==> config.mk <==
export PLATFORM = sky130hd
export DESIGN_NAME = isqrt_seq
export DESIGN_NICKNAME = d
export VERILOG_FILES = /design/src/rtl/isqrt_seq.sv
export SDC_FILE = /design/constraint.sdc
export NUM_CORES = 1
export LEC_CHECK = 0
export ABC_AREA = 0
export CAP_MARGIN = 25
export CORE_MARGIN = 2
export CORE_UTILIZATION = 54
export DETAILED_ROUTE_END_ITERATION = 10
export GPL_ROUTABILITY_DRIVEN = 0
export GPL_TIMING_DRIVEN = 0
export PLACE_DENSITY = 0.9
export SLEW_MARGIN = 20
export SYNTH_ARGS = -nofsm -noshare
export SYNTH_HDL_FRONTEND = slang
export SYNTH_SLANG_ARGS = --single-unit
==> constraint.sdc <==
create_clock -name clk -period 2.8 [get_ports clk]
set_clock_uncertainty 0.2 [all_clocks]
set_input_delay 0.42 -clock clk [delete_from_list [all_inputs] [get_ports clk]]
set_output_delay 0.42 -clock clk [all_outputs]
set_load 0.02 [all_outputs]
==> src/rtl/isqrt_seq.sv <==
// ---------------------------------------------------------------------------
// isqrt_seq
// Multicycle integer square root. It follows the x^2+y^2 squaring/sum stage
// in the rectangular-to-cylindrical path. It takes a 2*OUT_W-bit r_squared
// operand and returns the OUT_W-bit magnitude r and the remainder. It uses a
// restoring digit-by-digit algorithm that resolves one root bit per clock.
//
// Ports:
//   clk        rising-edge clock
//   rst_n      asynchronous active-low reset
//   in_valid   operand present on in_data
//   in_ready   unit idle and able to accept an operand
//   in_data    unsigned operand (2*OUT_W bits)
//   out_valid  result present on out_root/out_rem
//   out_ready  downstream accepts the result
//   out_root   floor(sqrt(in_data)), rounded to nearest when enabled
//   out_rem    in_data - floor_root^2 (OUT_W+1 bits)
//   busy       high while computing or holding a result
//
// Build option:
//   ISQRT_ROUND_EN  when defined, out_root is rounded to nearest and
//                   saturates at 2^OUT_W-1. out_rem always reports the
//                   floor remainder.
// ---------------------------------------------------------------------------
module isqrt_seq #(
  parameter int OUT_W = 8
) (
  input  logic                 clk,
  input  logic                 rst_n,
  input  logic                 in_valid,
  output logic                 in_ready,
  input  logic [2*OUT_W-1:0]   in_data,
  output logic                 out_valid,
  input  logic                 out_ready,
  output logic [OUT_W-1:0]     out_root,
  output logic [OUT_W:0]       out_rem,
  output logic                 busy
);

  localparam int CNT_W = $clog2(OUT_W + 1);

  typedef enum logic [1:0] {IDLE, CALC, DONE} state_t;

  state_t               state_reg, state_next;
  logic [2*OUT_W-1:0]   op_reg, op_next;
  logic [OUT_W-1:0]     root_reg, root_next;
  logic [OUT_W+1:0]     rem_reg, rem_next;
  logic [CNT_W-1:0]     cnt_reg, cnt_next;
  logic [OUT_W-1:0]     out_root_reg, out_root_next;
  logic [OUT_W:0]       out_rem_reg, out_rem_next;

  // One restoring iteration. The partial remainder never exceeds twice the
  // partial root, so OUT_W+2 bits hold rem' and trial without loss.
  logic [OUT_W+1:0]     rem_shift;
  logic [OUT_W+1:0]     trial;
  logic                 take;
  logic [OUT_W+1:0]     iter_rem;
  logic [OUT_W-1:0]     iter_root;
  logic [OUT_W-1:0]     final_root;

  assign rem_shift = (rem_reg << 2) | {{OUT_W{1'b0}}, op_reg[2*OUT_W-1 -: 2]};
  assign trial     = ({2'b00, root_reg} << 2) | {{(OUT_W+1){1'b0}}, 1'b1};
  assign take      = (rem_shift >= trial);
  assign iter_rem  = take ? (rem_shift - trial) : rem_shift;
  assign iter_root = (root_reg << 1) | {{(OUT_W-1){1'b0}}, take};

`ifdef ISQRT_ROUND_EN
  // Round up when rem > root, because (r+0.5)^2 = r^2 + r + 0.25. The
  // all-ones root cannot be incremented, so it saturates.
  assign final_root = ((iter_rem > {2'b00, iter_root}) && (iter_root != '1))
                      ? (iter_root + OUT_W'(1)) : iter_root;
`else
  assign final_root = iter_root;
`endif

  // State and datapath registers
  always_ff @(posedge clk or negedge rst_n) begin
    if (!rst_n) begin
      state_reg    <= IDLE;
      op_reg       <= '0;
      root_reg     <= '0;
      rem_reg      <= '0;
      cnt_reg      <= '0;
      out_root_reg <= '0;
      out_rem_reg  <= '0;
    end else begin
      state_reg    <= state_next;
      op_reg       <= op_next;
      root_reg     <= root_next;
      rem_reg      <= rem_next;
      cnt_reg      <= cnt_next;
      out_root_reg <= out_root_next;
      out_rem_reg  <= out_rem_next;
    end
  end

  // Next-state and datapath control
  always_comb begin
    state_next    = state_reg;
    op_next       = op_reg;
    root_next     = root_reg;
    rem_next      = rem_reg;
    cnt_next      = cnt_reg;
    out_root_next = out_root_reg;
    out_rem_next  = out_rem_reg;
    case (state_reg)
      IDLE: begin
        if (in_valid) begin
          op_next    = in_data;
          root_next  = '0;
          rem_next   = '0;
          cnt_next   = '0;
          state_next = CALC;
        end
      end
      CALC: begin
        op_next   = op_reg << 2;
        root_next = iter_root;
        rem_next  = iter_rem;
        cnt_next  = cnt_reg + CNT_W'(1);
        if (cnt_reg == CNT_W'(OUT_W - 1)) begin
          // The last iteration goes straight into the output registers,
          // so the result appears OUT_W edges after the accept.
          out_root_next = final_root;
          out_rem_next  = iter_rem[OUT_W:0];
          state_next    = DONE;
        end
      end
      DONE: begin
        if (out_ready) begin
          state_next = IDLE;
        end
      end
      default: state_next = IDLE;
    endcase
  end

  assign in_ready  = (state_reg == IDLE);
  assign out_valid = (state_reg == DONE);
  assign busy      = (state_reg != IDLE);
  assign out_root  = out_root_reg;
  assign out_rem   = out_rem_reg;

endmodule

After elaboration in Yosys (flattened, before gate mapping)
Cells that the tools add are included.
{"block": "word_totals", "reg_bits": 55, "inputBits": 20, "out_inout_bits": 20, "elab_cells": 37}
{"block": "op_classes", "add_sub_neg": 2, "n_lt_le_gt_ge": 1, "eq_ne": 6, "mux": 13, "n_bitwise": 2, "reduce_logical": 6}
{"op": "$pmux W16 S2", "count": 1}
{"op": "$pmux W8 S2", "count": 2}
{"op": "$mux W16", "count": 1}
{"op": "$mux W8", "count": 2}
{"op": "$ge A10 B10 Y1", "count": 1}
{"op": "$or A10 B2 Y10", "count": 1}
{"op": "$mux W9", "count": 1}
{"op": "$sub A9 B9 Y9", "count": 1}
{"op": "$or A8 B1 Y8", "count": 1}
{"op": "$pmux W4 S2", "count": 1}
{"op": "$mux W2", "count": 3}
{"op": "$pmux W2 S3", "count": 1}
{"op": "$add A4 B1 Y4 const B", "count": 1}
{"op": "$eq A4 B3 Y1 const B", "count": 1}
{"op": "$mux W4", "count": 1}
{"op": "$ne A2 B2 Y1 const B", "count": 2}
{"op": "$reduce_and A2 Y1", "count": 2}
{"op": "$reduce_bool A2 Y1", "count": 2}
{"op": "$reduce_and A3 Y1", "count": 1}
{"op": "$eq A2 B1 Y1 const B", "count": 1}
{"op": "$eq A2 B2 Y1 const B", "count": 1}
{"op": "$logic_not A2 Y1", "count": 1}
{"op": "$ne A2 B1 Y1 const B", "count": 1}

Longest topological paths before layout
{"block": "logic_depth", "word_depth": 4, "mapped_depth": 9}

Worst setup path before layout
OpenSTA, ideal clock, no wires.
{"block": "synth_timing", "path_type": "register -> register", "from": "reg rem_reg[5]", "to": "reg out_rem_reg[0], in the netlist out_rem[0]", "setup_time_ps": 125, "t_arrival_ps": 1974, "required_ps": 2475, "path_slack_ps": 501, "path_stages_with_launch": 9, "synth_period_minus_slack_ps": 2299, "path_cell_list": "dfrtp_1 ha_1 a21o_1 a21o_1 a211o_1 a21oi_2 buf_6 xnor2_1 mux2_2"}
{"block": "synth_via", "elab_chain_cells": 3}
{"element": "from (decl)", "line": "47", "text": "logic [OUT_W+1:0] rem_reg, rem_next;"}
{"element": "from (signal assigned)", "line": "90", "text": "rem_reg <= rem_next;"}
{"element": "$or A10 B2 Y10", "line": "61", "text": "assign rem_shift = (rem_reg << 2) | {{OUT_W{1'b0}}, op_reg[2*OUT_W-1 -: 2]};"}
{"element": "$ge A10 B10 Y1", "line": "63", "text": "assign take = (rem_shift >= trial);"}
{"element": "$mux W9", "line": "64", "text": "assign iter_rem = take ? (rem_shift - trial) : rem_shift;"}
{"element": "to (signal assigned)", "line": "93", "text": "out_rem_reg <= out_rem_next;"}
{"element": "to (decl)", "line": "50", "text": "logic [OUT_W:0] out_rem_reg, out_rem_next;"}
Every way passes these cells.
A chain may end at the register's enable or synchronous reset.

Worst setup path in the final report
{"block": "layout_timing", "from": "reg state_reg[0]", "to": "out in_ready"}
{"block": "layout_via", "elab_chain_cells": 1}
{"element": "from (decl)", "line": "44", "text": "state_t state_reg, state_next;"}
{"element": "from (signal assigned)", "line": "87", "text": "state_reg <= state_next;"}
{"element": "$logic_not A2 Y1", "line": "138", "text": "assign in_ready = (state_reg == IDLE);"}
{"element": "to (decl)", "line": "31", "text": "output logic in_ready,"}
Every way passes these cells.

==> reports/summary.md <==
The flow ran to the end, and the final reports show no timing, DRC or antenna violations. The count of final hold-check violations was 0. Counting flops and latches in the post-synthesis netlist gives 55. Of the total power, registers draw 33.5%. The class of the most critical hold timing path is reg2reg. The first global-routing pass estimated 9.80 mm of wire. Of the total power, the clock network draws 13.5%. The run gives 0 as the warning count from the yosys run. The final wirelength was 5.79 mm. Clock-pin slew was measured on the worst setup and hold paths at 0.09 ns.

VDD sags by at most 472 uV. For the worst-skew pair, the clock arrives at the later sink with an insertion delay of 0.31 ns. Data arrives at the worst endpoint at 1.99 ns. In this run the vertical extent of the chip is 74.9 um.

The maximum fanout along the worst path was 10; the part of the total power dissipated in combinational logic was 53.1%. Cells with a size suffix above 1 make up 4.78% of the layout. The die area was 0.00562 sq mm; the starting density of the core was 56.8%. The initial antenna violation count was 0. In this run the register-to-register setup slack is 0.22 ns. The portion of the post-synthesis area used by sequential elements is 50.6%, and the final net count is 365. After synthesis, the mean cell area works out to 9.47 sq um. The cell area power density was 1220 mW/mm^2; the fraction of registers with async set/reset was 100%. Placeable core region: 0.00479 sq mm.

In this run the cell area of the synthesized design comes to 0.00272 sq mm. The total of buffers placed on input and output ports is 39, and the post-route clock period utilization is 93.2%. Counting every net in the synthesized netlist gives 318. The tree is rooted in a clkbuf_8. For this run the aggregate overflow at the end of global routing stands at 0. Across every metal layer, demand over resource in global routing totals 23.1%.

The worst setup path is of the reg2out kind. TritonCTS built the clock tree. The max-capacitance violation count was 0; the internal power consumption was 2.39 mW.

Static timing analysis puts the maximum clock frequency at 0.383 GHz. The endpoint of the most critical register-to-register path is out_rem[6]. The H-tree was split into 2 levels. Hold is met by 0.286 ns. During I/O placement, the number of pins put on the boundary was 40. For hold timing, the worst endpoint is out_root[3].

Worst slew slack as a fraction of its limit: 54.9%. The number of global-route vias before repair was 2,168; the detail-routed via count per cell was 5.46. Number of stages on the worst hold path: 2. After the first detailed-routing iteration, the DRC count stood at 123. Predominant post-synthesis flop cell: dfrtp_1. The worst path in the final design needs a cycle of 2.61 ns, including I/O delays and setup. In the routed design, unresolved DRC markers number 0. The largest individual stage delay along the critical path comes from the cell clkdlybuf4s50_1. The tools report the launch instance of the worst min-delay path as out_root[3]. For the count of final setup violators, the log shows 0.

The register with the most flip-flops in the layout has 16 of them. The floorplan has 25 rows. The HPWL reported at the end of detailed placement was 4.20 mm. Counting along the longest clock path gives a buffer depth of 2. Counting every instance in the synthesized netlist gives 287. Summing over every cut layer, the via total after detailed routing is 2,194. The die is 74.9 um wide. 0 antenna diodes ended up in the layout.

The origin of the critical flop-to-flop path was root_reg[0]. The setup TNS was 0 ns; the average wire per standard cell was 14.4 um. For this design the static power due to leakage is 1.47 nW.

Setup repair after global routing left no endpoint under its margin. The analysis attributes to net switching a power of 1.67 mW. For the count of pins over their slew limit, the log shows 0. The number of cells on the worst reg-to-reg path is 9. The netlist uses 31 different library cells. Together, buffers and inverters on the worst path number 3. Among cell families on the critical path, the largest total delay comes from buffers and inverters.

The first detailed-routing pass ran for 4 iterations. Clock tree synthesis found a total of 55 sinks. Number of buffers added by the clock tree synthesis step: 5. STA classifies the critical path endpoint as an output pin. Compared with the post-synthesis result, the final layout area differs by 22.2%. The residual antenna-violating net count after detailed routing is 0, and the switching power share of the total is 41.0%. The element type at the critical path start was a register. Yosys mapped a number of flops with a built-in enable equal to 0. On the worst path, the slowest cell contributes a delay of 0.60 ns. At the pin with the least slew margin, the transition time is 0.677 ns. Traced cell by cell, the critical path runs through clkbuf_1, or2_2, inv_1, clkdlybuf4s50_1. The pin count of the biggest net entering global routing is 56, and the required time of the worst setup path is 2.18 ns.
area by class of cell:
class,count,area [sq um]
sequential,55,1380
fill,390,1470
clock buffer,6,82.6
multi-input combinational,205,1240
clock inverter,2,35.0
tap,67,83.8
inverter,12,45.0
timing repair buffer,40,398
buffer,15,63.8
Yosys cell counts, types with 2 or more instances:
cell / number / area (sq um)
and3b_1: 2 / 17.5
inv_1: 12 / 45.0
o21ai_0: 52 / 260
nor3_1: 3 / 15.0
a22o_1: 3 / 26.3
nand2b_1: 3 / 18.8
mux2i_1: 6 / 60.1
xnor2_1: 4 / 35.0
ha_1: 11 / 138
nor2b_1: 17 / 106
a22oi_1: 12 / 90.1
nand2_1: 42 / 158
xor2_1: 3 / 26.3
dfrtp_1: 55 / 1380
a21oi_1: 23 / 115
nand3_1: 2 / 10.0
clkbuf_1: 14 / 52.6
a21o_1: 4 / 30.0
o31ai_1: 2 / 15.0
nor2_1: 5 / 18.8
mux2_2: 2 / 22.5
kinds of logic after synthesis:
family / Yosys count / share of synthesized area, %
xor gates and xnor gates: 7 / 2.26
AOI/OAI and AO/OA: 102 / 21.5
and+or+nand+nor: 77 / 13.4
muxes: 8 / 3.04
adders and majority gates: 11 / 5.06
DFF: 55 / 50.6
buffers and inverters: 27 / 4.01
repair_timing:
item                                   in CTS  in global routing
resized for setup                           0                  1
endpoints found under the hold margin      55                  0
hold buffers                                1                  0
buffers inserted                            0                  0
setup endpoints to repair                   0                  1
placed cells by master, fill, tap and decap left out, types with 2 or more instances in the layout:
master	instances
dfrtp_1	55
o21ai_0	52
nand2_1	42
clkdlybuf4s50_1	38
a21oi_1	23
nor2b_1	17
clkbuf_1	14
inv_1	12
a22oi_1	12
ha_1	11
clkbuf_8	6
nor2_1	5
mux2i_1	5
a21o_1	4
xnor2_1	4
nand2b_1	3
xor2_1	3
nor3_1	3
a22o_1	3
o31ai_1	2
nand3_1	2
mux2_2	2
and3b_1	2
power by group through the flow:
stage | Combinational (mW) | Sequential (mW) | Clock, mW
floorplan | 1.41 | 1.44 | 0
finish | 2.15 | 1.36 | 0.546
detailed placement | 2.14 | 1.37 | 0
CTS | 2.15 | 1.36 | 0.555
global placement | 2.06 | 1.35 | 0
global route | 2.42 | 1.40 | 0.589
layer usage:
metal	vias up	global-route usage (%)	wire (um)
met3	6	3.75	201
met1	1057	29.7	2620
met4	0	8.13	88
met2	42	39.6	2880
li1	1089	-	-
met5	-	0	0
tightest hold or removal path: stages, from the launching register on:
cell	delay (ns)
dfrtp_1	0.35
nand2_1	0.04
o21ai_0	0.06
through the flow:
stage / power, mW / area [sq um] / cells / setup slack (ns) / utilization [%]
4_1_cts: 4.06 / 3320 / 402 / 0.171 / 69.3
5_1_grt: 4.41 / 3320 / 402 / 0.0120 / 69.4
6_report: 4.06 / 3320 / 402 / 0.191 / 69.4
3_3_place_gp: 3.41 / 3190 / 393 / -0.502 / 66.7
3_5_place_dp: 3.51 / 3190 / 393 / 0.216 / 66.6
2_1_floorplan: 2.86 / 2720 / 287 / 0.501 / -
worst max path at each step:
stage                        end  cells past startpoint          from  slack (ns)
finish                  in_ready                      4  state_reg[0]        0.19
detailed placement    out_rem[6]                      9   root_reg[0]        0.22
CTS                     in_ready                      4  state_reg[0]        0.17
global route          rem_reg[6]                      9   root_reg[0]        0.01
floorplan             out_rem[0]                      8    rem_reg[5]        0.50
global placement    state_reg[1]                      1         rst_n       -0.50
No activity file was read; power rests on OpenSTA's default activity.
